**config.mk**
```make
export PLATFORM = sky130hd
export DESIGN_NAME = kronecker_stream
export DESIGN_NICKNAME = d
export VERILOG_FILES = /design/src/rtl/kronecker_stream.sv
export SDC_FILE = /design/constraint.sdc
export NUM_CORES = 2
export LEC_CHECK = 0
export ABC_AREA = 1
export CAP_MARGIN = 20
export CORE_MARGIN = 3
export CORE_UTILIZATION = 45
export DETAILED_ROUTE_END_ITERATION = 16
export GPL_ROUTABILITY_DRIVEN = 0
export RECOVER_POWER = 50
export SYNTH_ARGS = -nofsm -noshare
export SYNTH_HDL_FRONTEND = slang
export SYNTH_SLANG_ARGS = --single-unit
```
**constraint.sdc**
```tcl
create_clock -name clk -period 17.9 [get_ports clk]
set_input_delay 4.475 -clock clk [delete_from_list [all_inputs] [get_ports clk]]
set_output_delay 4.475 -clock clk [all_outputs]
set_load 0.1 [all_outputs]
```
**src/rtl/kronecker_stream.sv**
```systemverilog
// Streams the Kronecker product of latched matrices A (m x n) and B (p x q), one
// full-width element per cycle in row-major order. Define KRON_SIGNED_EN for two's-complement operands.
module kronecker_stream #(
    parameter int word_size     = 32,
    parameter int Amatrixrownum = 2,
    parameter int Amatrixcolnum = 2,
    parameter int Bmatrixrownum = 2,
    parameter int Bmatrixcolnum = 2,
    localparam int ROW_W = ($clog2(Amatrixrownum * Bmatrixrownum) > 0) ?
                           $clog2(Amatrixrownum * Bmatrixrownum) : 1,
    localparam int COL_W = ($clog2(Amatrixcolnum * Bmatrixcolnum) > 0) ?
                           $clog2(Amatrixcolnum * Bmatrixcolnum) : 1
) (
    input  logic                                              clk,
    input  logic                                              rst,
    input  logic                                              start,
    input  logic [Amatrixrownum*Amatrixcolnum*word_size-1:0] A,
    input  logic [Bmatrixrownum*Bmatrixcolnum*word_size-1:0] B,
    output logic                                              busy,
    output logic                                              out_valid,
    input  logic                                              out_ready,
    output logic [2*word_size-1:0]                            out_data,
    output logic [ROW_W-1:0]                                  out_row,
    output logic [COL_W-1:0]                                  out_col,
    output logic                                              out_last,
    output logic                                              done
);

    localparam int M    = Amatrixrownum;
    localparam int N    = Amatrixcolnum;
    localparam int P    = Bmatrixrownum;
    localparam int Q    = Bmatrixcolnum;
    localparam int W    = word_size;
    localparam int AI_W = (M > 1) ? $clog2(M) : 1;
    localparam int AJ_W = (N > 1) ? $clog2(N) : 1;
    localparam int BI_W = (P > 1) ? $clog2(P) : 1;
    localparam int BJ_W = (Q > 1) ? $clog2(Q) : 1;

    localparam logic [AJ_W-1:0]  AJ_MAX   = AJ_W'(N - 1);
    localparam logic [BI_W-1:0]  BI_MAX   = BI_W'(P - 1);
    localparam logic [BJ_W-1:0]  BJ_MAX   = BJ_W'(Q - 1);
    localparam logic [ROW_W-1:0] ROW_LAST = ROW_W'(M * P - 1);
    localparam logic [COL_W-1:0] COL_LAST = COL_W'(N * Q - 1);

    typedef enum logic [1:0] {IDLE, LOAD, RUN} state_t;

    state_t          state;
    logic [W-1:0]    a_reg [M][N];
    logic [W-1:0]    b_reg [P][Q];
    logic [AI_W-1:0] ai, sel_ai;
    logic [AJ_W-1:0] aj, sel_aj;
    logic [BI_W-1:0] bi, sel_bi;
    logic [BJ_W-1:0] bj, sel_bj;
    logic [ROW_W-1:0] sel_row;
    logic [COL_W-1:0] sel_col;
    logic             sel_last;
    logic [W-1:0]     a_sel, b_sel;
    logic [2*W-1:0]   product;

    assign busy = (state != IDLE);

    // Row r = ai*p + bi and column c = aj*q + bj, so the output walks the
    // four sub-counters with bj fastest; LOAD selects element (0,0).
    always_comb begin
        sel_ai  = ai;
        sel_aj  = aj;
        sel_bi  = bi;
        sel_bj  = bj + 1'b1;
        sel_row = out_row;
        sel_col = out_col + 1'b1;
        if (bj == BJ_MAX) begin
            sel_bj = '0;
            sel_aj = aj + 1'b1;
            if (aj == AJ_MAX) begin
                sel_aj  = '0;
                sel_col = '0;
                sel_row = out_row + 1'b1;
                sel_bi  = bi + 1'b1;
                if (bi == BI_MAX) begin
                    sel_bi = '0;
                    sel_ai = ai + 1'b1;
                end
            end
        end
        if (state == LOAD) begin
            sel_ai  = '0;
            sel_aj  = '0;
            sel_bi  = '0;
            sel_bj  = '0;
            sel_row = '0;
            sel_col = '0;
        end
        sel_last = (sel_row == ROW_LAST) && (sel_col == COL_LAST);
    end

    always_comb begin
        a_sel = '0;
        b_sel = '0;
        for (int i = 0; i < M; i++)
            for (int j = 0; j < N; j++)
                if (sel_ai == AI_W'(i) && sel_aj == AJ_W'(j)) a_sel = a_reg[i][j];
        for (int i = 0; i < P; i++)
            for (int j = 0; j < Q; j++)
                if (sel_bi == BI_W'(i) && sel_bj == BJ_W'(j)) b_sel = b_reg[i][j];
    end

`ifdef KRON_SIGNED_EN
    assign product = {{W{a_sel[W-1]}}, a_sel} * {{W{b_sel[W-1]}}, b_sel};
`else
    assign product = {{W{1'b0}}, a_sel} * {{W{1'b0}}, b_sel};
`endif

    // NOTE: operand registers are only read after a start has loaded them, so
    // they carry no reset; only control state and visible outputs are cleared.
    always_ff @(posedge clk) begin
        if (start && state == IDLE && !rst) begin
            for (int i = 0; i < M; i++)
                for (int j = 0; j < N; j++)
                    a_reg[i][j] <= A[(M*N - 1 - (i*N + j))*W +: W];
            for (int i = 0; i < P; i++)
                for (int j = 0; j < Q; j++)
                    b_reg[i][j] <= B[(P*Q - 1 - (i*Q + j))*W +: W];
        end
    end

    always_ff @(posedge clk) begin
        if (rst) begin
            state     <= IDLE;
            out_valid <= 1'b0;
            out_last  <= 1'b0;
            done      <= 1'b0;
            out_data  <= '0;
            out_row   <= '0;
            out_col   <= '0;
            ai        <= '0;
            aj        <= '0;
            bi        <= '0;
            bj        <= '0;
        end else begin
            done <= 1'b0;
            case (state)
                IDLE: if (start) state <= LOAD;
                LOAD, RUN: begin
                    if (state == LOAD || (out_ready && !out_last)) begin
                        state     <= RUN;
                        out_valid <= 1'b1;
                        out_data  <= product;
                        out_row   <= sel_row;
                        out_col   <= sel_col;
                        out_last  <= sel_last;
                        ai        <= sel_ai;
                        aj        <= sel_aj;
                        bi        <= sel_bi;
                        bj        <= sel_bj;
                    end else if (out_ready) begin
                        state     <= IDLE;
                        out_valid <= 1'b0;
                        out_last  <= 1'b0;
                        done      <= 1'b1;
                    end
                end
                default: state <= IDLE;
            endcase
        end
    end

endmodule

```
* Yosys cells after proc, flatten, opt, wreduce, memory -nomap -nowiden
Memories as Yosys holds them, arrays and structs flattened.
Index checks and enable logic that the tools add are counted.
** Operators by class
- Add/subtract/negate cells :: 6
- $mul :: 1
- Equality and inequality tests :: 6
- Muxes and demuxes :: 37
- Bitwise operators :: 5
- Reduce and logical (&&, ||, !) cells :: 23
** Operators by type and width (count)
- $mux 32 :: 8
- $mul 32x32->64 :: 1
- $mux 1 :: 19
- $mux 2 :: 9
- $logic_and 1x1->1 :: 12
- $eq 2x2->1 const B :: 3
- $reduce_and 2->1 :: 3
- $not 1->1 :: 5
- $add 1x1->1 const B :: 4
- $add 2x1->2 const B :: 2
- $pmux 2 s2 :: 1
- $reduce_bool 2->1 :: 2
- $ne 3x3->1 const B :: 1
- $reduce_or 3->1 :: 1
- $eq 2x1->1 const B :: 1
- $logic_not 1->1 :: 2
- $logic_not 2->1 :: 1
- $ne 2x2->1 const B :: 1
- $reduce_or 2->1 :: 1
- $logic_or 1x1->1 :: 1
** Word-level totals
- Register bits :: 77
- RAM bits :: 256
- Input port bits :: 260
- Output and inout port bits :: 72
- Logic and storage cells :: 91
- Memories kept :: 2
** Memories
- a_reg :: depth 2, bits a word 64, read ports 2, clocked after Yosys merged registers in 0, write ports 2, line 48 : logic [W-1:0] a_reg [M][N];
- b_reg :: depth 2, bits a word 64, read ports 2, clocked after Yosys merged registers in 0, write ports 2, line 49 : logic [W-1:0] b_reg [P][Q];

* Longest topological paths before layout
- Word-level depth :: 12
- Mapped depth :: 46
- Depth with buffers taken out :: 45

* Least setup slack after synthesis
Ideal clock, no wire load.
- Path type :: input -> register
- Start :: in rst
- End :: mem a_reg[0][0] in the netlist's numbering, enable pin
- Setup time :: 0.884 ns
- Arrival :: 15.466 ns
- Data required time :: 17.016 ns
- Path slack :: 1.550 ns
- Stages :: 3
- Path buffers :: 2
- Cells stage by stage :: clkbuf_1 > clkbuf_1 > nor2_1
** RTL lines
- start: declaration :: line 15 : input logic rst,
- end: declaration :: line 48

==> impl_results.md <==
- DR vias: 37100
- Largest net degree at the start of global routing: 177
- Clock Skew: 25.8 ps
- Final WL: around 160000 um
- CTS tree: yes
- Commonest cells in the netlist: 1324 x inv_1, 1238 x nand2_1, 896 x fa_1
- Die width: around 330 um
- Root buffer cell: clkbuf_16
- Setup tns final: 0 ps
- Initial antenna violation count: 17
- Final worst-path setup slack: just over 7000 ps
- Violated checks: max-capacitance violations, max-slew violations
- Critical Path RT: 18080 ps
- DPL Wire Length: between 100000 and 150000 um
- Synth Area in Adders: 45.2%
- Mapped Nets: around 6900
- FP Rows: 117
- Synthesized cell area: 47000 um^2
- Synth warn: 0
- Relative slew margins: -164%
- Async set-reset flop share out of synthesis: 0%
- Arrival @ worst endpoint: 10850 ps
- Worst-Margin Slew: 3960 ps
- Synth Area in Compound Gates: 3.56%
- CP max FO: about 180
- Vias/cell: 5.19
- Hold Violations, Final: 0
- Final worst-path cycle share: approximately three fifths
- Slew Viols, Final: approximately 130
- Cells after synthesis: 5511
- Fillers: approximately 10000
- All-layer global routing usage: 29.6%
- Fraction of layout cells with a size suffix above 1: 4.25%
- Pre-CTS setup slack: 7730 ps
- Clk Latency, worst-skew pair: slightly below 600 ps
- Final ANT Viol Nets: 0
- Routed len/inst: 21.8 um
- Final net count: 7161
- Number of gates resized after cts: 0
- Register bit total from synthesis: approximately 330
- Remaining global-route overflow: 0
- Initial Util: 45.8%
- Crit start category: input pin
- Vias in the first global route: 38700
- Die H: ~330 um
- Clock transition at path regs: 60 ps
- Initial DRC count: approximately 3000
- Fmax: 0.0937 GHz
- Dominant cells by area after synthesis: fa_1 38%, edfxtp_1 16%, inv_1 11%
- Setup violators final: 0
- Postcts setup bufs: 0
- Min-Delay Path Class: reg2reg
- Die ar.: 108000 um^2
- Netlist cell types: between 40 and 50
- Placed cells: around 7100
- Final min period: 10670 ps
- Xor and xnor area share after synthesis: 0.577%
- Drt pass-1 iters: 6
- Post-route DRC: 0
- Register area share after synthesis: 19.6%
- Dominant cell type by area after synthesis: fa_1
- Total CTS buffers: 38
- Mean Syn Cell Area: roughly 8.5 um^2
- CTS sink cnt: about 330
- Port bufs: about 330
- Crit end category: flip-flop
- Synth top area share: 38.1%
- Clk buf depth: 3
- IO Pins: 332
- Layout Utilization: ~51%
- WS Path Type: in2reg
- CTS Hold Buffers Added: 0
- Main combinational cell family by area after synthesis: adder cells
- Area Overhead vs Synth: 12.4%
- Final non-filler cell total: 7147
- H-tree Lvls: 2
- Multiplexer share of the synthesized area: 0%
- CORE AREA: about 100000 um^2
- EDFF count, synth: 256
- First-pass GRT wire length: 238000 um
- Primary FF master, synth: edfxtp_1
- Status: finished with violations
- RSZ-0062 raised after global routing: no
- Simple-Gate Fraction of Synth Area: 17.7%
- Count leader, synth: inv_1
- MaxCap Viol Count: 2
-- worst paths after layout --
path             start            to  slack (ps)  cells past startpoint
max                rst  b_reg[1][25]        7230                      5
min          out_valid     out_valid         470                      2
max reg2reg   state[1]  out_data[54]        7570                     36
min reg2reg  out_valid     out_valid         470                      2
-- worst max-delay path, stage by stage --
cell and delay, ps:
buf_2 90, clkbuf_1 1110, nor2_1 1310, clkbuf_1 2840, buf_12 600
-- cell families after synthesis --
logic type	count (synthesis)
simple gates	2127
xor+xnor	31
fa+ha+maj	1163
compound gates	272
flops	333
buf+inv	1585
-- cell type report --
type	instances	area, um^2	share of cell area [%]
Sequential cell	333	9230	17.5
Timing Repair Buffer	396	3800	7.19
Antenna cell	13	32.5	0.0615
Inverter	1376	5170	9.77
Multi-Input combinational cell	3593	31700	59.9
Clock buffer	45	1020	1.93
Clock inverter	23	267	0.504
Tap cell	1368	1710	3.24
-- cell usage in the layout, fill, tap and decap left out, types with 73 or more instances in the layout --
cell             Yosys  layout
nand2_1           1238    1238
fa_1               896     896
clkdlybuf4s50_1      0      73
dlygate4sd3_1        0     257
edfxtp_1           256     256
nor2_1             740     739
nand3_1             97      97
inv_1             1324    1324
ha_1               267     267
o21ai_0            106     105
dfxtp_1             77      77
-- metal layers --
metal | vias to the layer above | part of all wire [%] | global-route usage [%]
met1 | 18400 | 39 | 39.1
met3 | 341 | 11 | 8.34
li1 | 16500 | - | -
met4 | 0 | 4.2 | 10.4
met2 | 1855 | 45 | 46.7
met5 | - | 0 | 0
-- through the flow --
step,hold slack [ps],instance area (um^2)
6_report,471,52900
5_1_grt,491,52900
4_1_cts,471,52900
3_5_place_dp,458,51600
3_3_place_gp,456,51600
2_1_floorplan,485,47000
Power is left out: the tool's default activity adds up to more than one toggle a clock period on the data nets, which glitch-free logic cannot reach.
